### config.mk
export PLATFORM = sky130hd
export DESIGN_NAME = display_chain
export DESIGN_NICKNAME = d
export VERILOG_FILES = /design/src/rtl/display_pkg.sv /design/src/rtl/display_pwm.sv /design/src/rtl/display_chain.sv
export SDC_FILE = /design/constraint.sdc
export NUM_CORES = 1
export LEC_CHECK = 0
export CAP_MARGIN = 10
export CORE_MARGIN = 4
export CORE_UTILIZATION = 40
export DETAILED_ROUTE_END_ITERATION = 12
export DONT_BUFFER_PORTS = 1
export GPL_ROUTABILITY_DRIVEN = 0
export GPL_TIMING_DRIVEN = 1
export SLEW_MARGIN = 0
export SYNTH_ARGS = -nofsm -noshare
export SYNTH_HDL_FRONTEND = slang
export SYNTH_HIERARCHICAL = 1
export SYNTH_SLANG_ARGS = --single-unit
### constraint.sdc
create_clock -name clk -period 3.37 [get_ports clk]
set_input_delay 0.674 -clock clk [delete_from_list [all_inputs] [get_ports clk]]
set_output_delay 0.674 -clock clk [all_outputs]
set_load 0.005 [all_outputs]
### src/rtl/display_pkg.sv
// ============================================================================
// Module   : display_pkg
// Purpose  : Shared state encoding and elaboration helpers for display_chain.
// Revision : 1.0 - initial release
// ============================================================================
`default_nettype none

package display_pkg;

    typedef enum logic [2:0] {
        ST_CLEAR   = 3'd0,
        ST_CLRLOAD = 3'd1,
        ST_IDLE    = 3'd2,
        ST_SHIFT   = 3'd3,
        ST_LOAD    = 3'd4
    } state_t;

    // Bits needed to hold values 0..value-1, never less than one.
    function automatic int clog2_min1(input int value);
        int w;
        w = 1;
        while ((1 << w) < value) begin
            w = w + 1;
        end
        return w;
    endfunction

    function automatic bit cfg_ok(input int nbits, input int nchains, input int clk_div);
        return (nbits >= 1) && (nchains >= 1) && (clk_div >= 1);
    endfunction

endpackage

`default_nettype wire

### src/rtl/display_pwm.sv
// ============================================================================
// Module   : display_pwm
// Purpose  : Free-running brightness counter; raw enable is high while the
//            counter is below the requested duty.
// Revision : 1.0 - initial release
// ============================================================================
`default_nettype none

module display_pwm #(
    parameter int BRIGHT_W = 8
) (
    input  logic                clk,
    input  logic                rst,
    input  logic [BRIGHT_W-1:0] i_brightness,
    output logic                o_pwm_on
);

    logic [BRIGHT_W-1:0] r_cnt_q;
    logic [BRIGHT_W-1:0] w_cnt_d;

    always_comb begin
        w_cnt_d = r_cnt_q + BRIGHT_W'(1);
    end

    always_ff @(posedge clk) begin
        if (rst) begin
            r_cnt_q <= '0;
        end else begin
            r_cnt_q <= w_cnt_d;
        end
    end

    assign o_pwm_on = (r_cnt_q < i_brightness);

endmodule

`default_nettype wire

### src/rtl/display_chain.sv
// ============================================================================
// Module   : display_chain
// Purpose  : Serialises NCHAINS LED images into daisy-chained shift/latch
//            parts with clear sequence, refresh handshake and PWM enable.
// Revision : 1.0 - initial release
// ============================================================================
`default_nettype none

module display_chain #(
    parameter int NBITS        = 72,
    parameter int NCHAINS      = 1,
    parameter int CLK_DIV      = 4,
    parameter int MSB_FIRST    = 1,
    parameter int AUTO_REFRESH = 1,
    parameter int BRIGHT_W     = 8
) (
    input  logic                       clk,
    input  logic                       rst,
    input  logic [NCHAINS*NBITS-1:0]   display_bits,
    input  logic [BRIGHT_W-1:0]        brightness,
    input  logic                       update,
    output logic                       busy,
    output logic                       sclk,
    output logic [NCHAINS-1:0]         sdata,
    output logic                       sload,
    output logic                       sclr_n,
    output logic                       soe_n
);

    import display_pkg::*;

    localparam int c_DIV_W = clog2_min1(2 * CLK_DIV);
    localparam int c_BIT_W = clog2_min1(NBITS + 1);
    localparam int c_IDX_W = clog2_min1(NBITS);

    localparam logic [c_DIV_W-1:0] c_DIV_HALF = c_DIV_W'(CLK_DIV - 1);
    localparam logic [c_DIV_W-1:0] c_DIV_RISE = c_DIV_W'(CLK_DIV);
    localparam logic [c_DIV_W-1:0] c_DIV_FULL = c_DIV_W'(2 * CLK_DIV - 1);
    localparam logic [c_BIT_W-1:0] c_BIT_LAST = c_BIT_W'(NBITS - 1);
    localparam logic [c_IDX_W-1:0] c_IDX_TOP  = c_IDX_W'(NBITS - 1);

    if (!cfg_ok(NBITS, NCHAINS, CLK_DIV)) begin : g_bad_cfg
        $error("display_chain: NBITS, NCHAINS and CLK_DIV must all be >= 1");
    end

    state_t                     r_state_q,   w_state_d;
    logic [c_DIV_W-1:0]         r_div_q,     w_div_d;
    logic [c_BIT_W-1:0]         r_bit_q,     w_bit_d;
    logic                       r_pending_q, w_pending_d;
    logic [NCHAINS*NBITS-1:0]   r_image_q,   w_image_d;

    logic                       w_trigger;
    logic                       w_pwm_on;
    logic [c_IDX_W-1:0]         w_bit_idx;

    assign w_trigger = update | r_pending_q |
                       ((AUTO_REFRESH != 0) && (display_bits != r_image_q));

    always_comb begin
        w_state_d   = r_state_q;
        w_div_d     = r_div_q + c_DIV_W'(1);
        w_bit_d     = r_bit_q;
        w_pending_d = r_pending_q;
        w_image_d   = r_image_q;

        case (r_state_q)
            ST_CLEAR: begin
                if (r_div_q == c_DIV_HALF) begin
                    w_state_d = ST_CLRLOAD;
                    w_div_d   = '0;
                end
            end
            ST_CLRLOAD: begin
                if (r_div_q == c_DIV_HALF) begin
                    w_state_d = ST_IDLE;
                    w_div_d   = '0;
                end
            end
            ST_IDLE: begin
                w_div_d = '0;
                if (w_trigger) begin
                    w_image_d   = display_bits;
                    w_pending_d = 1'b0;
                    w_bit_d     = '0;
                    w_state_d   = ST_SHIFT;
                end
            end
            ST_SHIFT: begin
                if (r_div_q == c_DIV_FULL) begin
                    w_div_d = '0;
                    if (r_bit_q == c_BIT_LAST) begin
                        w_state_d = ST_LOAD;
                    end else begin
                        w_bit_d = r_bit_q + c_BIT_W'(1);
                    end
                end
            end
            ST_LOAD: begin
                if (r_div_q == c_DIV_HALF) begin
                    w_state_d = ST_IDLE;
                    w_div_d   = '0;
                end
            end
            default: begin
                w_state_d = ST_CLEAR;
                w_div_d   = '0;
            end
        endcase

        // Requests outside IDLE collapse into a single follow-up frame.
        if ((r_state_q != ST_IDLE) && update) begin
            w_pending_d = 1'b1;
        end
    end

    always_ff @(posedge clk) begin
        if (rst) begin
            r_state_q   <= ST_CLEAR;
            r_div_q     <= '0;
            r_bit_q     <= '0;
            r_pending_q <= 1'b1;
            r_image_q   <= '0;
        end else begin
            r_state_q   <= w_state_d;
            r_div_q     <= w_div_d;
            r_bit_q     <= w_bit_d;
            r_pending_q <= w_pending_d;
            r_image_q   <= w_image_d;
        end
    end

    display_pwm #(
        .BRIGHT_W (BRIGHT_W)
    ) u_pwm (
        .clk          (clk),
        .rst          (rst),
        .i_brightness (brightness),
        .o_pwm_on     (w_pwm_on)
    );

    assign w_bit_idx = (MSB_FIRST != 0) ? (c_IDX_TOP - c_IDX_W'(r_bit_q))
                                        : c_IDX_W'(r_bit_q);

    for (genvar c = 0; c < NCHAINS; c++) begin : g_chain
        logic [NBITS-1:0] w_chain;
        assign w_chain  = r_image_q[c*NBITS +: NBITS];
        assign sdata[c] = (r_state_q == ST_SHIFT) & w_chain[w_bit_idx];
    end

    assign busy   = (r_state_q != ST_IDLE);
    assign sclk   = (r_state_q == ST_SHIFT) && (r_div_q >= c_DIV_RISE);
    assign sload  = (r_state_q == ST_CLRLOAD) || (r_state_q == ST_LOAD);
    assign sclr_n = (r_state_q != ST_CLEAR);
    assign soe_n  = ((r_state_q == ST_CLEAR) || (r_state_q == ST_CLRLOAD)) ? 1'b1 : ~w_pwm_on;

endmodule

`default_nettype wire

==> out/qor.yml, run 1 <==
setup_path:
  crit_family: "multiplexers"
  worst-r2r-cell-count: 10
  crit_path_top_delay_cell: "dfxtp_1"
  worstPathRequired_ns: 2.70
  ff2ff_setup_slack_ns: 0.68
  critPathMaxFanout: 9
  critPathArrivalTime_ns: 2.52
  critical_path.max_stage_delay_ns: 0.60
  critPathCaptureType: "output pin"
  worstSetupStartpointType: "flip-flop"
  critical_path_class: "flip-flop to output pin"
  r2r-end: "r_bit_q[6]"
  path_common_cell: "mux4_2"
  cp.buffers_inverters: 1
  r2r-start: "r_bit_q[1]"
  path_depth: 6
  path_cells: "buf_4 > mux4_2 > mux4_2 > mux2i_1 > or4_1 > nand3_1"
cts:
  clockRootBuffer: "clkbuf_16"
  clk_path_buf_depth: 2
  cts_sinks: 94
  clk_latency_ns: 0.35
  cts_tree: "built"
  cts_setup_buffers: 0
  numCtsBuffers: 9
  htree_levels: 3
  path_clk_slew_ns: 0.06
placement:
  dp_slack_ns: 0.4635
  place_hpwl_mm: 10.98
  dp.cells: 725
  postPlaceCellArea_sq_um: 5519
  io_buffers: 0
global_routing:
  grt_max_degree: 93
  grt_pass1_vias: 4126
  overflow: 0
  grt_usage_pct: 19.42
  antenna_found_initial: 0
  grt_pass1_wl_mm: 22.36
drt:
  wl_per_cell_um: 19.17
  drc: 0
  drt_first_pass_iters: 4
  ant_nets: 0
  drt_iter0_markers: 265
  routed_via_density: 5.474
  vias: 4045
  routed_wl_mm: 14.17
synthesis:
  syn_inst: 572
  synth_warnings: 6
  synthFlopType: "dfxtp_1"
  synth_top_area_share_pct: 35.00
  synth_top_cell_by_area: "dfxtp_1"
  avgSynthCellArea_sq_um: 9.399
  yosys-top-cells-count: "nor2_1, dfxtp_1, mux2i_1, inv_1, xnor2_1"
  synth_edf_count: 0
  yosysSeqAreaShare_pct: 35.00
  syn_area_sq_um: 5376
  synth.area.top_cells: "dfxtp_1, mux2i_1, mux4_2, nor2_1, xnor2_1"
  synth_seq_cells: 94
  async_reset_ff_share_pct: 0
  yosysUniqueCellTypes: 47
  synth_most_common_cell: "nor2_1"
  syn-num-nets: 671
timing:
  rsz0062_at_grt: "false"
  final-setup-viol-count: 0
  drv_slew: 0
  final.setup_skew_ns: 0.004711
  finalHoldViolCount: 0
  worst_pin_slew_ns: 0.6357
  fmax_mhz: 312.9
  post-route-period-util_pct: 94.84
  finalCriticalPeriod_ns: 3.196
  tns_ns: 0
  max_slew_margin_pct: 57.49
  setup_ws_ns: 0.1738
hold_path:
  hold_depth: 1
  hp-class: "input port to flip-flop"
  min_from: "rst"
  hold_end: "r_state_q[2]"
layout:
  design_area_sq_um: 5796
  finalNonFillerCells: 739
  fin_util_pct: 43.94
  nets: 659
  drive_gt1_share_pct: 8.881
  antenna_cells: 0
  area_growth_pct: 7.796
outcome:
  status: "complete, no violations"
die:
  die_height_um: 123.9
  io_pins: 89
  die-area_sq_um: 15360
  die-width_um: 123.9
  rows: 42
  coreArea_sq_um: 13190
  initial_core_util_pct: 40.76
pwr:
  vdd_ir_drop_max_uv: 392.5
  power_density_nw_per_um2: 493.6
  power.leakage_nw: 2.015
job:
  drv_cap: 0
[registers in the layout, summed over array words and instances (netlist names)]
name	cells
r_div_q	3
r_pending_q	1
r_state_q	3
g_chain.w_chain	72
r_bit_q	7
u_pwm/r_cnt_q	8
[report_power, final]
part	leakage, nW	total, mW	internal (mW)	switching (mW)
clock network	0.138	0.963	0.551	0.411
registers	0.761	1.33	1.22	0.113
logic	1.12	0.569	0.293	0.276
[area by class of cell]
type / instances / area (sq um)
Fill cell: 1291 / 7395
Multi-Input combinational cell: 413 / 3233
Sequential cell: 94 / 1883
Clock buffer: 13 / 270.3
Tap cell: 176 / 220.2
Inverter: 35 / 131.4
Timing Repair Buffer: 7 / 52.55
Clock inverter: 1 / 5.005
[worst max path at each step]
stage                    start  slack, ns     to
floorplan           r_bit_q[3]       0.29  sdata
global placement    r_bit_q[0]       0.49  sdata
detailed placement  r_bit_q[0]       0.46  sdata
CTS                 r_bit_q[0]       0.07  sdata
global route        r_bit_q[1]       0.01  sdata
finish              r_bit_q[1]       0.17  sdata
[layer usage]
| layer | wire (um) | vias up | GRT usage [%] |
|---|---|---|---|
| li1 | - | 1989 | - |
| met5 | 0 | - | 0 |
| met3 | 1076 | 22 | 7.130 |
| met4 | 325 | 0 | 6.571 |
| met1 | 5915 | 1929 | 23.33 |
| met2 | 6847 | 105 | 32.17 |
[stage by stage]
step	power, mW	hold slack (ns)
2_1_floorplan	1.812	0.4062
3_3_place_gp	1.907	0.4123
3_5_place_dp	1.922	0.4182
4_1_cts	2.895	0.3758
5_1_grt	3.004	0.3773
6_report	2.861	0.3941
[kinds of logic (layout without fill, tap and decap cells)]
kind of cell / after synthesis / after routing / synth area share, %
xor+xnor: 54 / 54 / 8.797
fa+ha+maj: 16 / 16 / 3.723
flops: 94 / 94 / 35.00
mux: 99 / 99 / 23.60
buf+inv: 65 / 56 / 4.887
simple gates: 187 / 187 / 16.50
compound gates: 57 / 57 / 7.494
[layout by cell type (no fill, tap or decap), drive strengths merged, types with 6 or more instances in the layout]
cell type   n
nor3        6
dfxtp      94
nand3      11
nand2      14
ha         16
nor2       97
nor4        9
xnor2      34
o22ai       7
inv        35
clkbuf     13
xor2       20
nand4      13
mux2i      75
nor2b      18
a21oi      14
buf         7
mux4       22
o21ai      11
[timing repair]
item / in CTS / in global routing
hold buffers: 0 / 0
endpoints found under the setup margin: 0 / 1
gates resized for setup: 0 / 1
Note: power is estimated with default switching activity, not from simulation.
==> run 2: changes to the inputs <==
PLACE_DENSITY_LB_ADDON = 0.1   (was not set)
==> run 2 against run 1 <==
Effect of this change:
- routed wire length increased by 4.9%
- global-route usage grew 0.62 points
- worst setup slack gained 0.039 ns
- via count up 0.89%
- first-iteration DRC count shrank 8.3%
- register-to-register slack got worse by 0.05 ns
- final area increased by 1.6%
- highest routed layer unchanged
==> out/qor.yml, run 2 (synthesis results as in run 1) <==
timing:
  drv_slew: 0  # unchanged
  worst_pin_slew_ns: 0.7885  # was 0.6357 ns
  max_slew_margin_pct: 47.43  # was 57.49%
  final.setup_skew_ns: 0.01161  # was 0.004711 ns
  post-route-period-util_pct: 93.68  # was 94.84%
  finalCriticalPeriod_ns: 3.157  # was 3.196 ns
  tns_ns: 0  # unchanged
  holdWs_ns: 0.3838  # was 0.3941 ns
  fmax_mhz: 316.8  # was 312.9 MHz
  final-setup-viol-count: 0  # unchanged
  finalHoldViolCount: 0  # unchanged
  rsz0062_at_grt: "false"  # unchanged
drt:
  routed_via_density: 5.500  # was 5.474
  routed_wl_mm: 14.86  # was 14.17 mm
  vias: 4081  # was 4045
  drc: 0  # unchanged
  drt_first_pass_iters: 4  # unchanged
  drt_iter0_markers: 243  # was 265
  wl_per_cell_um: 20.03  # was 19.17 um
  ant_nets: 0  # unchanged
layout:
  multi_input_area_sq_um: 3233  # unchanged
  largest_reg_flops: 72  # unchanged
  num-fill-cells: 1310  # was 1291
  nets: 660  # was 659
  antenna_cells: 0  # unchanged
  drive_gt1_share_pct: 9.364  # was 8.881%
  final_common_cell: "nor2_1"  # unchanged
  area_growth_pct: 9.472  # was 7.796%
  mostFrequentLayoutCells: "nor2_1, dfxtp_1, mux2i_1, inv_1, xnor2_1"  # unchanged
  regArea_sq_um: 1882  # was 1883 sq um
die:
  io_pins: 89  # unchanged
  rows: 42  # unchanged
  coreArea_sq_um: 13190  # unchanged
  die_height_um: 123.9  # unchanged
  die-width_um: 123.9  # unchanged
  die-area_sq_um: 15360  # unchanged
  initial_core_util_pct: 40.76  # unchanged
global_routing:
  antenna_found_initial: 0  # unchanged
  grt_usage_pct: 20.05  # was 19.42%
  grt_pass1_wl_mm: 22.70  # was 22.36 mm
  overflow: 0  # unchanged
  grt_max_degree: 93  # unchanged
  grt_pass1_vias: 4066  # was 4126
setup_path:
  ff2ff_setup_slack_ns: 0.63  # was 0.68 ns
  critPathArrivalTime_ns: 2.48  # was 2.52 ns
  critical_path.max_stage_delay_ns: 0.63  # was 0.60 ns
  r2r-start: "r_bit_q[0]"  # was r_bit_q[1]
  critical_path_class: "flip-flop to output pin"  # unchanged
  r2r-end: "r_bit_q[6]"  # unchanged
  worstPathRequired_ns: 2.70  # about the same
  path_common_cell: "mux4_2"  # unchanged
  worst-r2r-cell-count: 10  # unchanged
  crit_path_top_delay_cell: "dfxtp_1"  # unchanged
  critPathMaxFanout: 9  # unchanged
  cp.buffers_inverters: 0  # was 1
  worstSetupStartpointType: "flip-flop"  # unchanged
  crit_family: "multiplexers"  # unchanged
  critPathCaptureType: "output pin"  # unchanged
  path_cells: "mux4_2 > mux4_2 > mux2i_1 > or4_1 > nand3_1"  # was buf_4 > mux4_2 > mux4_2 > mux2i_1 > or4_1 > nand3_1
pwr:
  power_density_nw_per_um2: 517.9  # was 493.6 nW/um^2
  vdd_ir_drop_max_uv: 327.0  # was 392.5 uV
  power.leakage_nw: 2.049  # was 2.015 nW
cts:
  cts_setup_buffers: 0  # unchanged
  numCtsBuffers: 9  # unchanged
  htree_levels: 3  # unchanged
  clockRootBuffer: "clkbuf_16"  # unchanged
  cts_hold_buf: 0  # unchanged
  cts_tree: "built"  # unchanged
  cts_sinks: 94  # unchanged
  clk_latency_ns: 0.36  # was 0.35 ns
  clk_path_buf_depth: 2  # unchanged
  ctsResizeCount: 0  # unchanged
  path_clk_slew_ns: 0.07  # was 0.06 ns
job:
  drv_cap: 0  # unchanged
hold_path:
  hold_depth: 1  # unchanged
  hp-class: "input port to flip-flop"  # unchanged
  min_from: "rst"  # unchanged
  hold_end: "r_bit_q[6]"  # was r_state_q[2]
placement:
  io_buffers: 0  # unchanged
  place_hpwl_mm: 11.33  # was 10.98 mm
outcome:
  status: "complete, no violations"  # unchanged
-- run 2: routing by layer --
layer,GRT usage [%],vias up,share of wire (%)
li1,-,1990,-
met1,25.32,1971,42
met2,32.54,105,48
met3,5.767,15,7.7
met4,7.529,0,1.8
met5,0,-,0
-- run 2: cell type report --
| class | instances | area share [%] |
|---|---|---|
| multi-input cells | 413 | 54.93 |
| flip-flops and latches | 94 | 31.97 |
| clock buffers | 11 | 4.294 |
| well taps | 176 | 3.741 |
| inverters | 35 | 2.232 |
| repair buffers | 8 | 1.446 |
| clock inverters | 5 | 1.382 |
-- run 2: per-stage QoR --
stage | std cells | worst slack (ns) | total power, mW | util [%] | cell area, sq um
finish | 742 | 0.2131 | 3.048 | 44.62 | 5886
global route | 742 | 0.02491 | 3.189 | 44.62 | 5886
CTS | 742 | 0.1515 | 3.090 | 44.62 | 5886
detailed placement | 726 | 0.4676 | 1.933 | 42.09 | 5552
global placement | 726 | 0.4474 | 1.924 | 42.09 | 5552
floorplan | 572 | 0.2929 | 1.812 | - | 5376
-- run 2: worst max-delay path by stage --
stage                          startpoint                      to  depth (start not counted)
after floorplan                r_bit_q[3]                   sdata                          8
after global placement    display_bits[6]  g_chain[0].w_chain[48]                          8
after detailed placement  display_bits[6]  g_chain[0].w_chain[68]                          8
after CTS                      r_bit_q[0]                   sdata                          5
after global routing           r_bit_q[0]                   sdata                          5
final                          r_bit_q[0]                   sdata                          5
-- run 2: power by group --
group | total, mW | leakage, nW | switching, mW | internal (mW)
logic | 0.581 | 1.13 | 0.287 | 0.294
registers | 1.33 | 0.761 | 0.111 | 1.22
clock network | 1.14 | 0.162 | 0.450 | 0.691
==> run 3: changes to the inputs <==
ABC_AREA = 1   (was not set)
SLEW_MARGIN = 20   (was 0)
==> run 3 against run 2 <==
Effect of this change:
- global-route usage down 0.26 points
- sequential power is 9.8% lower
- final area increased by 6.6%
- combinational power is 36% lower
- non-clock buffer count increased by 1
- total power decreased by 17%
- die area grew 8.2%
- fmax up 2.4%
- routed wire length up 5.7%
- sequential share of layout area fell by 2.0 points
- clock power decreased by 16%
- register-to-register slack better by 0.41 ns
- critical path type unchanged
- critical endpoint unchanged
- largest cell class unchanged
==> out/qor.yml, run 3 <==
outcome:
  status: "complete, no violations"  # unchanged
placement:
  postPlaceCellArea_sq_um: 6006  # was 5552 sq um
  place_hpwl_mm: 10.81  # was 11.33 mm
  io_buffers: 0  # unchanged
  dp.cells: 1132  # was 726
  dp_slack_ns: 0.6469  # was 0.4676 ns
synthesis:
  syn-num-nets: 1077  # was 671
  synth.area.top_cells: "dfxtp_1, nor2_1, nand2_1, o21ai_0, inv_1"  # was dfxtp_1, mux2i_1, mux4_2, nor2_1, xnor2_1
  synth_seq_cells: 94  # unchanged
  synth_edf_count: 0  # unchanged
  synth_compound_area_share_pct: 15.88  # was 7.494%
  yosysSeqAreaShare_pct: 32.18  # was 35.00%
  synth_fa_ha_area_share_pct: 3.424  # was 3.724%
  yosysUniqueCellTypes: 32  # was 47
  synth_top_family_by_area: "simple AND/OR/NAND/NOR gates"  # was multiplexers
  synthFlopType: "dfxtp_1"  # unchanged
  synth.area.mux_share_pct: 0  # was 23.60%
  synth_warnings: 6  # unchanged
  syn_area_sq_um: 5847  # was 5376 sq um
  synth_top_area_share_pct: 32.18  # was 35.00%
  avgSynthCellArea_sq_um: 5.978  # was 9.399 sq um
  yosys-top-cells-count: "nor2_1, nand2_1, inv_1, o21ai_0, dfxtp_1"  # was nor2_1, dfxtp_1, mux2i_1, inv_1, xnor2_1
  synth_xor_area_share_pct: 2.996  # was 8.797%
  syn_inst: 978  # was 572
  synth_most_common_cell: "nor2_1"  # unchanged
  synth-simple-area-share_pct: 33.81  # was 16.50%
  async_reset_ff_share_pct: 0  # unchanged
  synth_top_cell_by_area: "dfxtp_1"  # unchanged
global_routing:
  overflow: 0  # unchanged
  grt_max_degree: 73  # was 93
  grt_pass1_wl_mm: 26.36  # was 22.70 mm
  grt_usage_pct: 19.78  # was 20.05%
  grt_pass1_vias: 5226  # was 4066
  antenna_found_initial: 0  # unchanged
setup_path:
  worstPathRequired_ns: 2.70  # about the same
  critPathCaptureType: "output pin"  # unchanged
  r2r-end: "g_chain[0].w_chain[54]"  # was r_bit_q[6]
  worst-r2r-cell-count: 13  # was 10
  critPathArrivalTime_ns: 2.41  # was 2.48 ns
  worstSetupStartpointType: "flip-flop"  # unchanged
  critical_path_class: "flip-flop to output pin"  # unchanged
  r2r-start: "g_chain[0].w_chain[5]"  # was r_bit_q[0]
  critPathMaxFanout: 8  # was 9
  ff2ff_setup_slack_ns: 1.04  # was 0.63 ns
layout:
  design_area_sq_um: 6275  # was 5886 sq um
  antenna_cells: 0  # unchanged
  finalNonFillerCells: 1147  # was 742
  mostFrequentLayoutCells: "nor2_1, nand2_1, inv_1, o21ai_0, dfxtp_1"  # was nor2_1, dfxtp_1, mux2i_1, inv_1, xnor2_1
  nets: 1062  # was 660
  multi_input_area_sq_um: 3281  # was 3233 sq um
  regArea_sq_um: 1882  # unchanged
  final_common_cell: "nor2_1"  # unchanged
  area_growth_pct: 7.319  # was 9.472%
  num-fill-cells: 1536  # was 1310
  drive_gt1_share_pct: 4.447  # was 9.364%
  largest_reg_flops: 72  # unchanged
timing:
  rsz0062_at_grt: "false"  # unchanged
  drv_slew: 0  # unchanged
  final.setup_skew_ns: 0.004798  # was 0.01161 ns
  tns_ns: 0  # unchanged
  max_slew_margin_pct: 49.85  # was 47.43%
  post-route-period-util_pct: 91.47  # was 93.68%
  finalCriticalPeriod_ns: 3.082  # was 3.157 ns
  setup_ws_ns: 0.2876  # was 0.2131 ns
  final-setup-viol-count: 0  # unchanged
  holdWs_ns: 0.3892  # was 0.3838 ns
  finalHoldViolCount: 0  # unchanged
  fmax_mhz: 324.4  # was 316.8 MHz
  worst_pin_slew_ns: 0.7522  # was 0.7885 ns
cts:
  numCtsBuffers: 9  # unchanged
  cts_tree: "built"  # unchanged
  clockRootBuffer: "clkbuf_16"  # unchanged
  htree_levels: 3  # unchanged
  cts_sinks: 94  # unchanged
  ctsResizeCount: 0  # unchanged
  cts_setup_buffers: 0  # unchanged
  clk_latency_ns: 0.35  # was 0.36 ns
  path_clk_slew_ns: 0.06  # was 0.07 ns
  clk_path_buf_depth: 2  # unchanged
  cts_hold_buf: 0  # unchanged
hold_path:
  min_from: "rst"  # unchanged
  hold_end: "u_pwm/r_cnt_q[0]"  # was r_bit_q[6]
  hp-class: "input port to flip-flop"  # unchanged
  hold_depth: 1  # unchanged
drt:
  routed_wl_mm: 15.72  # was 14.86 mm
  wl_per_cell_um: 13.70  # was 20.03 um
  drt_first_pass_iters: 5  # was 4
  routed_via_density: 4.829  # was 5.500
  drc: 0  # unchanged
  vias: 5539  # was 4081
  drt_iter0_markers: 311  # was 243
  ant_nets: 0  # unchanged
die:
  coreArea_sq_um: 14100  # was 13190 sq um
  die-area_sq_um: 16620  # was 15360 sq um
  die_height_um: 128.9  # was 123.9 um
  io_pins: 89  # unchanged
  rows: 43  # was 42
  initial_core_util_pct: 41.48  # was 40.76%
  die-width_um: 128.9  # was 123.9 um
pwr:
  vdd_ir_drop_max_uv: 300.1  # was 327.0 uV
  power_density_nw_per_um2: 403.5  # was 517.9 nW/um^2
  power.leakage_nw: 2.707  # was 2.049 nW
job:
  drv_cap: 0  # unchanged
## run 3: cell types whose count changed in the layout (fill, tap and decap cells not counted), sizes merged, moves of 6 or more
| cell | delta |
|---|---|
| nand3 | +26 |
| inv | +103 |
| xor2 | -15 |
| mux2i | -75 |
| o21ai | +112 |
| xnor2 | -19 |
| nand2 | +198 |
| mux4 | -22 |
| nor2b | -18 |
| a21oi | +32 |
| nor4 | -9 |
| o22ai | -6 |
| nor2 | +129 |
## run 3: cell families (layout without fill, tap and decap cells)
kind of cell,Yosys count,count (layout)
buf+inv,175,164
xor+xnor,20,20
fa+ha+maj,16,16
simple gates,493,493
compound gates,180,180
flops,94,94
## run 3: worst max path at each step
stage,slack (ns),start,cells past startpoint,to
after detailed placement,0.65,r_bit_q[3],11,sdata
after global routing,0.05,r_bit_q[3],11,sdata
after floorplan,1.14,r_bit_q[3],11,sdata
final,0.29,r_bit_q[3],11,sdata
after CTS,0.23,r_bit_q[3],11,sdata
after global placement,0.64,r_bit_q[3],11,sdata
## run 3: power breakdown
part	total [mW]	internal [mW]	leakage [nW]	switching (mW)
registers	1.20	1.16	0.759	0.0421
logic	0.371	0.144	1.81	0.227
clock network	0.958	0.537	0.133	0.421
total	2.53	1.84	2.71	0.690
## run 3: routing by layer
| metal | global-route usage [%] | up-vias | part of all wire [%] |
|---|---|---|---|
| li1 | - | 3012 | - |
| met1 | 26.60 | 2407 | 48 |
| met2 | 31.04 | 104 | 45 |
| met3 | 6.144 | 16 | 6.0 |
| met4 | 4.880 | 0 | 1.4 |
| met5 | 0 | - | 0 |
## run 3: through the flow
stage / total power, mW / utilization [%]
global route: 2.700 / 44.51
detailed placement: 1.600 / 42.61
global placement: 1.597 / 42.61
floorplan: 1.516 / -
finish: 2.532 / 44.51
CTS: 2.574 / 44.51
## run 3: critical path, cell delays in order (launching register included)
cell and delay [ns]:
dfxtp_1 0.43, clkinv_1 0.28, ha_1 0.32, xor2_1 0.19, nand2_1 0.13, nor2_1 0.13
nand3_1 0.09, nand2_1 0.07, a21oi_1 0.04, nand2_1 0.07, nand2_1 0.06, a21oi_1 0.25
## run 3: area by class of cell
type	instances	share of cell area [%]
multi-input cells	709	52.28
flip-flops and latches	94	29.99
inverters	140	8.375
clock buffers	14	4.207
well taps	180	3.589
clock inverters	1	0.07976
repair buffers	9	1.476
